==> src/rtl/freq_meter_pkg.sv <==
// Shared widths, limits, converter state encoding and the double-dabble
// digit-correction helper for the pulse frequency meter.
package freq_meter_pkg;

  localparam int CNT_W      = 14;
  localparam int BCD_DIGITS = 4;
  localparam int BCD_W      = 16;
  localparam logic [CNT_W-1:0] MAX_COUNT = 14'd9999;

  typedef enum logic [1:0] {
    IDLE  = 2'd0,
    SHIFT = 2'd1,
    DONE  = 2'd2
  } conv_state_t;

  // Add 3 to every digit >= 5 so the following left shift carries correctly.
  function automatic logic [BCD_W-1:0] dabble_adjust(input logic [BCD_W-1:0] bcd);
    logic [BCD_W-1:0] res;
    res = bcd;
    for (int d = 0; d < BCD_DIGITS; d++) begin
      if (bcd[d*4 +: 4] >= 4'd5) begin
        res[d*4 +: 4] = bcd[d*4 +: 4] + 4'd3;
      end
    end
    return res;
  endfunction

endpackage

==> src/rtl/pulse_freq_meter_if.sv <==
// Measurement-side signal bundle: the raw test signal in, the edge pulse
// and the BCD result with its strobe/flags out.
interface pulse_freq_meter_if;
  import freq_meter_pkg::*;

  logic             sig_in;
  logic             edge_pulse;
  logic [BCD_W-1:0] bcd_out;
  logic             meas_valid;
  logic             overflow;
  logic             busy;

  modport master (
    output sig_in,
    input  edge_pulse, bcd_out, meas_valid, overflow, busy
  );

  modport slave (
    input  sig_in,
    output edge_pulse, bcd_out, meas_valid, overflow, busy
  );

endinterface

==> src/rtl/bin2bcd_seq.sv <==
// Sequential double-dabble converter: one bit per cycle, 14 shifts, then a
// single DONE cycle during which the result is stable on bcd.
module bin2bcd_seq
  import freq_meter_pkg::*;
(
  input  logic             sys_clk,
  input  logic             sys_rst_n,
  input  logic             start,
  input  logic [CNT_W-1:0] bin_in,
  output logic [BCD_W-1:0] bcd,
  output logic             busy,
  output logic             done
);

  localparam logic [3:0] LAST_ITER = 4'(CNT_W - 1);

  conv_state_t      state, state_nxt;
  logic [3:0]       iter;
  logic [CNT_W-1:0] bin_sr;
  logic [BCD_W-1:0] bcd_sr;
  logic [BCD_W-1:0] bcd_adj;

  always_ff @(posedge sys_clk or negedge sys_rst_n) begin
    if (!sys_rst_n) state <= IDLE;
    else            state <= state_nxt;
  end

  always_comb begin
    state_nxt = state;
    case (state)
      IDLE:    if (start) state_nxt = SHIFT;
      SHIFT:   if (iter == LAST_ITER) state_nxt = DONE;
      DONE:    state_nxt = IDLE;
      default: state_nxt = IDLE;
    endcase
  end

  always_comb begin
    busy = (state != IDLE);
    done = (state == DONE);
  end

  assign bcd_adj = dabble_adjust(bcd_sr);

  // The binary operand shifts its MSB into the corrected BCD accumulator.
  always_ff @(posedge sys_clk or negedge sys_rst_n) begin
    if (!sys_rst_n) begin
      iter   <= '0;
      bin_sr <= '0;
      bcd_sr <= '0;
    end else begin
      case (state)
        IDLE: begin
          if (start) begin
            bin_sr <= bin_in;
            bcd_sr <= '0;
            iter   <= '0;
          end
        end
        SHIFT: begin
          bcd_sr <= {bcd_adj[BCD_W-2:0], bin_sr[CNT_W-1]};
          bin_sr <= {bin_sr[CNT_W-2:0], 1'b0};
          iter   <= iter + 4'd1;
        end
        default: ;
      endcase
    end
  end

  assign bcd = bcd_sr;

endmodule

==> src/rtl/pulse_freq_meter.sv <==
// Synchronises sig_in, emits a one-cycle rising-edge pulse, counts edges per
// gate window and publishes the count as 4 BCD digits once per window.
module pulse_freq_meter
  import freq_meter_pkg::*;
#(
  parameter int unsigned GATE_CYCLES = 50_000_000,
  parameter int unsigned SYNC_STAGES = 2
) (
  input  logic              sys_clk,
  input  logic              sys_rst_n,
  pulse_freq_meter_if.slave meter
);

  logic [SYNC_STAGES-1:0] sync_q;
  logic                   hist_q;
  logic                   edge_q;

  logic [31:0]            gate_cnt;
  logic                   gate_end;

  logic [CNT_W-1:0]       edge_cnt;
  logic [CNT_W-1:0]       cnt_final;
  logic                   ovf_pend;
  logic                   ovf_final;
  logic                   ovf_latched;

  logic [BCD_W-1:0]       conv_bcd;
  logic                   conv_busy;
  logic                   conv_done;

  logic [BCD_W-1:0]       bcd_q;
  logic                   overflow_q;
  logic                   valid_q;

  always_ff @(posedge sys_clk or negedge sys_rst_n) begin
    if (!sys_rst_n) begin
      sync_q <= '0;
      hist_q <= 1'b0;
      edge_q <= 1'b0;
    end else begin
      sync_q <= {sync_q[SYNC_STAGES-2:0], meter.sig_in};
      hist_q <= sync_q[SYNC_STAGES-1];
      edge_q <= sync_q[SYNC_STAGES-1] & ~hist_q;
    end
  end

  assign gate_end = (gate_cnt == GATE_CYCLES - 32'd1);

  always_ff @(posedge sys_clk or negedge sys_rst_n) begin
    if (!sys_rst_n) gate_cnt <= '0;
    else            gate_cnt <= gate_end ? '0 : gate_cnt + 32'd1;
  end

  // Count as it stands after this cycle's edge, so a pulse on gate_end
  // lands in the window that is closing.
  always_comb begin
    cnt_final = edge_cnt;
    ovf_final = ovf_pend;
    if (edge_q) begin
      if (edge_cnt == MAX_COUNT) ovf_final = 1'b1;
      else                       cnt_final = edge_cnt + 14'd1;
    end
  end

  always_ff @(posedge sys_clk or negedge sys_rst_n) begin
    if (!sys_rst_n) begin
      edge_cnt    <= '0;
      ovf_pend    <= 1'b0;
      ovf_latched <= 1'b0;
    end else if (gate_end) begin
      edge_cnt    <= '0;
      ovf_pend    <= 1'b0;
      ovf_latched <= ovf_final;
    end else begin
      edge_cnt    <= cnt_final;
      ovf_pend    <= ovf_final;
    end
  end

  bin2bcd_seq u_bin2bcd (
    .sys_clk   (sys_clk),
    .sys_rst_n (sys_rst_n),
    .start     (gate_end),
    .bin_in    (cnt_final),
    .bcd       (conv_bcd),
    .busy      (conv_busy),
    .done      (conv_done)
  );

  // Published result only moves on DONE; conversion internals never leak out.
  always_ff @(posedge sys_clk or negedge sys_rst_n) begin
    if (!sys_rst_n) begin
      bcd_q      <= '0;
      overflow_q <= 1'b0;
      valid_q    <= 1'b0;
    end else begin
      valid_q <= conv_done;
      if (conv_done) begin
        bcd_q      <= conv_bcd;
        overflow_q <= ovf_latched;
      end
    end
  end

  assign meter.edge_pulse = edge_q;
  assign meter.bcd_out    = bcd_q;
  assign meter.meas_valid = valid_q;
  assign meter.overflow   = overflow_q;
  assign meter.busy       = conv_busy;

  gate_end_while_busy: assert property (
    @(posedge sys_clk) disable iff (!sys_rst_n) !(gate_end && conv_busy)
  );

endmodule
==> src/flat_wrapper.sv <==
// flat-port wrapper written by rule: the top's interface ports become plain ports
module pulse_freq_meter_flat import freq_meter_pkg::*;
#(
  parameter int unsigned GATE_CYCLES = 50_000_000,
  parameter int unsigned SYNC_STAGES = 2
)
  (sys_clk, sys_rst_n, meter_sig_in, meter_edge_pulse, meter_bcd_out, meter_meas_valid, meter_overflow, meter_busy);
  pulse_freq_meter_if meter_i ();
  input  logic sys_clk;
  input  logic sys_rst_n;
  input wire logic [$bits(meter_i.sig_in)-1:0] meter_sig_in;
  output wire logic [$bits(meter_i.edge_pulse)-1:0] meter_edge_pulse;
  output wire logic [$bits(meter_i.bcd_out)-1:0] meter_bcd_out;
  output wire logic [$bits(meter_i.meas_valid)-1:0] meter_meas_valid;
  output wire logic [$bits(meter_i.overflow)-1:0] meter_overflow;
  output wire logic [$bits(meter_i.busy)-1:0] meter_busy;
  assign meter_i.sig_in = meter_sig_in;
  assign meter_edge_pulse = meter_i.edge_pulse;
  assign meter_bcd_out = meter_i.bcd_out;
  assign meter_meas_valid = meter_i.meas_valid;
  assign meter_overflow = meter_i.overflow;
  assign meter_busy = meter_i.busy;
  pulse_freq_meter #(.GATE_CYCLES(GATE_CYCLES), .SYNC_STAGES(SYNC_STAGES)) u_core (.sys_clk(sys_clk), .sys_rst_n(sys_rst_n), .meter(meter_i));
endmodule
==> config.mk <==
export PLATFORM = sky130hd
export DESIGN_NAME = pulse_freq_meter_flat
export DESIGN_NICKNAME = d
export VERILOG_FILES = /design/src/rtl/freq_meter_pkg.sv /design/src/rtl/pulse_freq_meter_if.sv /design/src/rtl/bin2bcd_seq.sv /design/src/rtl/pulse_freq_meter.sv /design/src/flat_wrapper.sv
export SDC_FILE = /design/constraint.sdc
export NUM_CORES = 1
export LEC_CHECK = 0
export CAP_MARGIN = 20
export CORE_MARGIN = 5
export CORE_UTILIZATION = 35
export DETAILED_ROUTE_END_ITERATION = 6
export SLEW_MARGIN = 10
export SYNTH_ARGS = -nofsm -noshare
export SYNTH_HDL_FRONTEND = slang
export SYNTH_HIERARCHICAL = 1
export SYNTH_SLANG_ARGS = --single-unit
==> constraint.sdc <==
create_clock -name sys_clk -period 4.95 [get_ports sys_clk]
set_input_delay 0.99 -clock sys_clk [delete_from_list [all_inputs] [get_ports sys_clk]]
set_output_delay 0.99 -clock sys_clk [all_outputs]
set_load 0.02 [all_outputs]
==> impl_results.md, run 1 <==
* CTS max path bufs at 2
* Delay-heaviest family, CP: flip-flops
* Clk pwr share at 0.421
* CP Data Required Time at 3.96 ns
* Hold crit path type: flop to flop
* CTS Buf Count at 9
* Global-route wire length before repair at 18.3 mm
* Register-to-Register Path Depth at 7
* Worst setup EP type: primary output
* Vias per cell at 5.25
* PwrDens at 297 nW/um2
* Worst skew pair latency at 0.35 ns
* Sequential Power Share at 0.519
* Seq cells post-synth at 106
* RSZ-0062 raised after global routing: false
* Final setup viols at 0
* Buffer and inverter count on the worst path at 1
* Cell-by-cell trace of the critical path: or2_2, clkdlybuf4s50_1
* Fillers at 1431
* Post-synthesis sequential area ratio at 0.500
* Final nets at 528
* Clk slew on worst S/H paths at 0.07 ns
* Layout cells sized above 1 at 0.110
* FMAX at 0.341 GHz
* FP Rows at 45
* Die Area at 17700 um2
* Crit Path Max Fanout at 22
* DPL Wire Length at 7.09 mm
* Core area at 15000 um2
* CTS tree: built
* Syn. warnings at 6
* GPL Wtd Cong at 0.808
* Fin. Hold Viols at 0
* Run status: complete, no violations
* First-pass DRT Iterations at 4
* Leakage at 2.53 nW
* Post-Syn Nets at 512
* Clk sink count at 106
* Hold Crit Start: u_core/sync_q[0]
* Synth unique cells at 53
* Max-slew violation count at 0
* Setup TNS at 0 ns
* Max incr delay on CP at 0.78 ns
* Post-synth ARST share at 1.00
* Post-CTS Hold Buffers at 0
* Logic pwr share at 0.060
* Pin count of the biggest net entering global routing at 65
* Antenna Nets Post-Route at 0
* Final min period at 2.94 ns
* Setup bufs post-CTS at 0
* Final worst setup slack at 2.01 ns
* CP Class: flop to primary output
* Multi-input logic area at 2430 um2
* Slowest-stage cell, CP: dfrtp_1
* Final global-route overflow total at 0
* Layout area overhead at 12.7%
* IO Pins at 23
* Synthesized cell area at 5300 um2
* Most frequent cells in the layout: 106 x dfrtp_1, 31 x nand2_1, 29 x nor2b_1
* Reg2reg end: u_core/u_bin2bcd/bcd[3]
* Hold endpoint: u_core/sync_q[1]
* Reg area at 2650 um2
* IO buf count at 22
* Reg-to-Reg Start: u_core/gate_cnt[16]
* Pre-CTS setup slack at 2.27 ns
* Avg Cell Area, Syn at 10.7 um2
* Antenna fix cells at 0
* Drt wl/cell at 14.6 um
* Die Y at 133 um
* Maxcap violations at 0
* Post-synth EDFFs at 0
* Period utilization at 0.593
* Slew of the pin with the lowest slew margin at 0.924 ns
* GRT Resource Usage Total at 0.125
* Worst slew margin at 0.381
* Power, Total at 1.77 mW
* 1st-iter DRT viols at 230
* Commonest non-fill, non-tap cell in the layout: dfrtp_1
* Die width at 133 um
* Peak supply drop at 0.130 mV
* Element type at the critical path start: flop
* Worst EP arrival at 1.95 ns
* FF-to-FF setup slack at 2.27 ns
* CTS root buf: clkbuf_16
* CTS resizes at 0
* DRC at 0
* Internal power at 1.37 mW
* Htree depth at 3
* Mapped Cells at 497
* Primary FF master, synth: dfrtp_1
* Hold path depth at 0
* Starting Density at 0.353
* Number of global-route vias before repair at 3813
* Initial antenna violation count at 0
* Psw at 0.404 mW
* Vias at 3703
* Hold Slack at 0.355 ns
* Skew final at 0.00765 ns
* Final wirelength at 10.3 mm
* Sw frac at 0.228
-- flip-flops by register name, indices dropped and copies added (netlist names) --
name	cells
u_core/u_bin2bcd/state	2
u_core/hist_q	1
u_core/meter.overflow	1
u_core/ovf_pend	1
u_core/meter.edge_pulse	1
u_core/gate_cnt	32
u_core/edge_cnt	14
u_core/ovf_latched	1
u_core/meter.bcd_out	16
u_core/u_bin2bcd/iter	4
u_core/u_bin2bcd/bcd	16
u_core/sync_q	2
u_core/meter.meas_valid	1
u_core/u_bin2bcd/bin_sr	14
-- metal layers --
metal	track usage	vias up	part of all wire
met3	0.0266	10	0.024
met2	0.202	39	0.48
met5	0	-	0
met4	0.0468	0	0.017
li1	-	1832	-
met1	0.164	1822	0.48
-- worst max path at each step --
| stage | from | to | slack [ns] | depth (start not counted) |
|---|---|---|---|---|
| after floorplan | u_core/gate_cnt[10] | u_core/u_bin2bcd/bin_sr[0] | 2.16 | 6 |
| after global placement | u_core/gate_cnt[10] | u_core/u_bin2bcd/bcd[3] | 2.29 | 7 |
| after detailed placement | u_core/gate_cnt[16] | u_core/u_bin2bcd/bcd[7] | 2.27 | 7 |
| after CTS | u_core/u_bin2bcd/state[0] | meter_busy | 1.99 | 2 |
| after global routing | u_core/u_bin2bcd/state[0] | meter_busy | 1.90 | 2 |
| final | u_core/u_bin2bcd/state[1] | meter_busy | 2.01 | 2 |
-- power groups by stage --
| stage | registers, mW | logic (mW) | clock network (mW) |
|---|---|---|---|
| after floorplan | 0.930 | 0.0706 | 0 |
| after global placement | 0.935 | 0.108 | 0 |
| after detailed placement | 0.936 | 0.109 | 0 |
| after CTS | 0.919 | 0.109 | 0.777 |
| after global routing | 0.925 | 0.120 | 0.812 |
| final | 0.920 | 0.106 | 0.747 |
-- cells in the mapped netlist, drive strengths merged (14+ instances only) --
library cell | count | share of area
inv | 26 | 0.018
o21ai | 29 | 0.027
mux2 | 18 | 0.038
a21oi | 26 | 0.025
nand4 | 14 | 0.017
nor2b | 31 | 0.037
xor2 | 15 | 0.025
xnor2 | 18 | 0.030
dfrtp | 106 | 0.50
nand3 | 20 | 0.019
nand2 | 31 | 0.022
buf | 14 | 0.020
-- area by class of cell --
cell class | count | area share
sequential | 106 | 0.444
multi-input combinational | 344 | 0.406
timing repair buffer | 26 | 0.0427
tap | 188 | 0.0394
clock buffer | 9 | 0.0377
inverter | 26 | 0.0163
clock inverter | 6 | 0.0138
-- kinds of logic (layout without fill, tap and decap cells) --
logic type | Yosys count | count (layout) | synth area share
compound gates | 109 | 109 | 0.146
fa+ha+maj | 12 | 12 | 0.0283
mux | 21 | 21 | 0.0439
xor+xnor | 33 | 33 | 0.0545
flops | 106 | 106 | 0.500
simple gates | 169 | 169 | 0.183
buf+inv | 47 | 67 | 0.0437
-- metrics by stage --
step / area (um2) / util / cells
after floorplan: 5300 / - / 497
after global placement: 5650 / 0.376 / 689
after detailed placement: 5670 / 0.377 / 690
after CTS: 5970 / 0.397 / 705
after global routing: 5970 / 0.397 / 705
final: 5970 / 0.397 / 705
No activity file was read; power rests on OpenSTA's default activity.
==> run 2, diff against run 1 <==
==> constraint.sdc (replaced) <==
create_clock -name sys_clk -period 2.8 [get_ports sys_clk]
set_input_delay 0.56 -clock sys_clk [delete_from_list [all_inputs] [get_ports sys_clk]]
set_output_delay 0.56 -clock sys_clk [all_outputs]
set_load 0.02 [all_outputs]
==> run 2 against run 1 <==
Compared with the run above: cell count increased by 1.1%; critical path depth grew 5; routed wire length is 7.5% higher; clock power rose by 86%; clock-buffer cell count increased by 1; sequential share of layout area down 0.56 points.
==> impl_results.md, run 2 (synthesis gave the netlist of run 1 again) <==
* Maxcap violations at 0
* Worst setup EP type: flop
* CP Class: flop to flop
* Htree depth at 3
* Uppermost layer routed: met4
* Design area at 6050 um2
* Skew final at 0.0103 ns
* Global-route wire length before repair at 19.1 mm
* Run status: complete, no violations
* Drt wl/cell at 15.5 um
* Worst EP arrival at 2.91 ns
* Vias at 3851
* Setup TNS at 0 ns
* Number of global-route vias before repair at 3865
* CTS Buf Count at 9
* Period utilization at 0.942
* Commonest non-fill, non-tap cell in the layout: dfrtp_1
* Final wirelength at 11.1 mm
* Vias per cell at 5.40
* Fillers at 1410
* Peak supply drop at 0.282 mV
* GRT Resource Usage Total at 0.131
* Clk slew on worst S/H paths at 0.07 ns
* Core area at 15000 um2
* Top reg by flops: u_core/gate_cnt
* Metal1 wirelength at 5.19 mm
* Initial antenna violation count at 0
* FMAX at 0.379 GHz
* CTS resizes at 0
* Slew of the pin with the lowest slew margin at 0.745 ns
* Final Util at 0.402
* Hold crit path type: input port to asynchronous set/reset pin
* Die Area at 17700 um2
* Post-CTS Hold Buffers at 0
* DRC at 0
* Max-slew violation count at 0
* Delay-heaviest family, CP: simple AND/OR/NAND/NOR gates
* Crit Path Max Fanout at 15
* Die Y at 133 um
* Buffer and inverter count on the worst path at 1
* FP Rows at 45
* Final Non-Filler Cells at 713
* 1st-iter DRT viols at 320
* Element type at the critical path start: flop
* Final setup viols at 0
* GPL Wtd Cong at 0.847
* Layout area overhead at 14.1%
* Clk sink count at 106
* IO Pins at 23
* Leakage at 2.58 nW
* Antenna fix cells at 0
* RSZ-0062 raised after global routing: false
* First-pass DRT Iterations at 4
* Die width at 133 um
* Area post-placement at 5720 um2
* CTS root buf: clkbuf_16
* Routed length on met2 at 5.35 mm
* Max incr delay on CP at 0.52 ns
* Routed length on met3 at 353 um
* Slowest-stage cell, CP: or4_1
* Final nets at 535
* Antenna Nets Post-Route at 0
* IO buf count at 22
* Multi-input logic area at 2430 um2
* # placed instances at 697
* Worst skew pair latency at 0.36 ns
* Layout cells sized above 1 at 0.122
* Fin. Hold Viols at 0
* Worst slew margin at 0.499
* Most frequent cells in the layout: 106 x dfrtp_1, 31 x nand2_1, 29 x nor2b_1
* Final global-route overflow total at 0
* Max FFs per register at 32
* Setup bufs post-CTS at 0
* CTS tree: built
* PwrDens at 531 nW/um2
* Starting Density at 0.353
* Reg area at 2650 um2
* DPL Wire Length at 7.53 mm
* Cell-by-cell trace of the critical path: or4_1, or4_4, nor4_2, buf_4, and2b_4, a21oi_1, o21ai_0
* CTS max path bufs at 2
* CP Data Required Time at 3.07 ns
* Pin count of the biggest net entering global routing at 71
* Final min period at 2.64 ns
run 2: worst paths after layout:
check                               startpoint                         end  slack [ns]  cells after the start
setup / recovery           u_core/gate_cnt[10]  u_core/u_bin2bcd/bin_sr[3]        0.16                      7
hold / removal                       sys_rst_n          u_core/gate_cnt[3]        0.16                      1
setup reg to reg           u_core/gate_cnt[10]  u_core/u_bin2bcd/bin_sr[3]        0.16                      7
hold reg to reg               u_core/sync_q[0]            u_core/sync_q[1]        0.35                      0
max in group asynchronous            sys_rst_n         u_core/edge_cnt[13]        1.90                      2
min in group sys_clk          u_core/sync_q[0]            u_core/sync_q[1]        0.35                      0
run 2: power breakdown:
group          total, mW  switching [mW]  internal (mW)  leakage [nW]
Clock               1.39           0.592          0.797         0.159
Sequential          1.63          0.0565           1.57          1.45
Combinational      0.196           0.119         0.0772         0.970
run 2: area by class of cell:
cell class / count / area share
flip-flops and latches: 106 / 0.438
inverters: 26 / 0.0161
clock inverters: 6 / 0.0161
clock buffers: 10 / 0.0378
well taps: 188 / 0.0389
repair buffers: 33 / 0.0517
multi-input cells: 344 / 0.401
run 2: stage by stage:
step | hold slack [ns] | power, mW | worst slack (ns)
2_1_floorplan | 0.264 | 1.77 | 0.0142
3_3_place_gp | 0.338 | 1.85 | 0.232
3_5_place_dp | 0.341 | 1.86 | 0.176
4_1_cts | 0.171 | 3.26 | 0.157
5_1_grt | 0.202 | 3.35 | 0.0215
6_report | 0.158 | 3.21 | 0.164
run 2: per-layer routing:
layer,up-vias,GRT usage
met5,-,0
met4,0,0.0491
met3,11,0.0323
met2,60,0.209
met1,1928,0.171
li1,1852,-
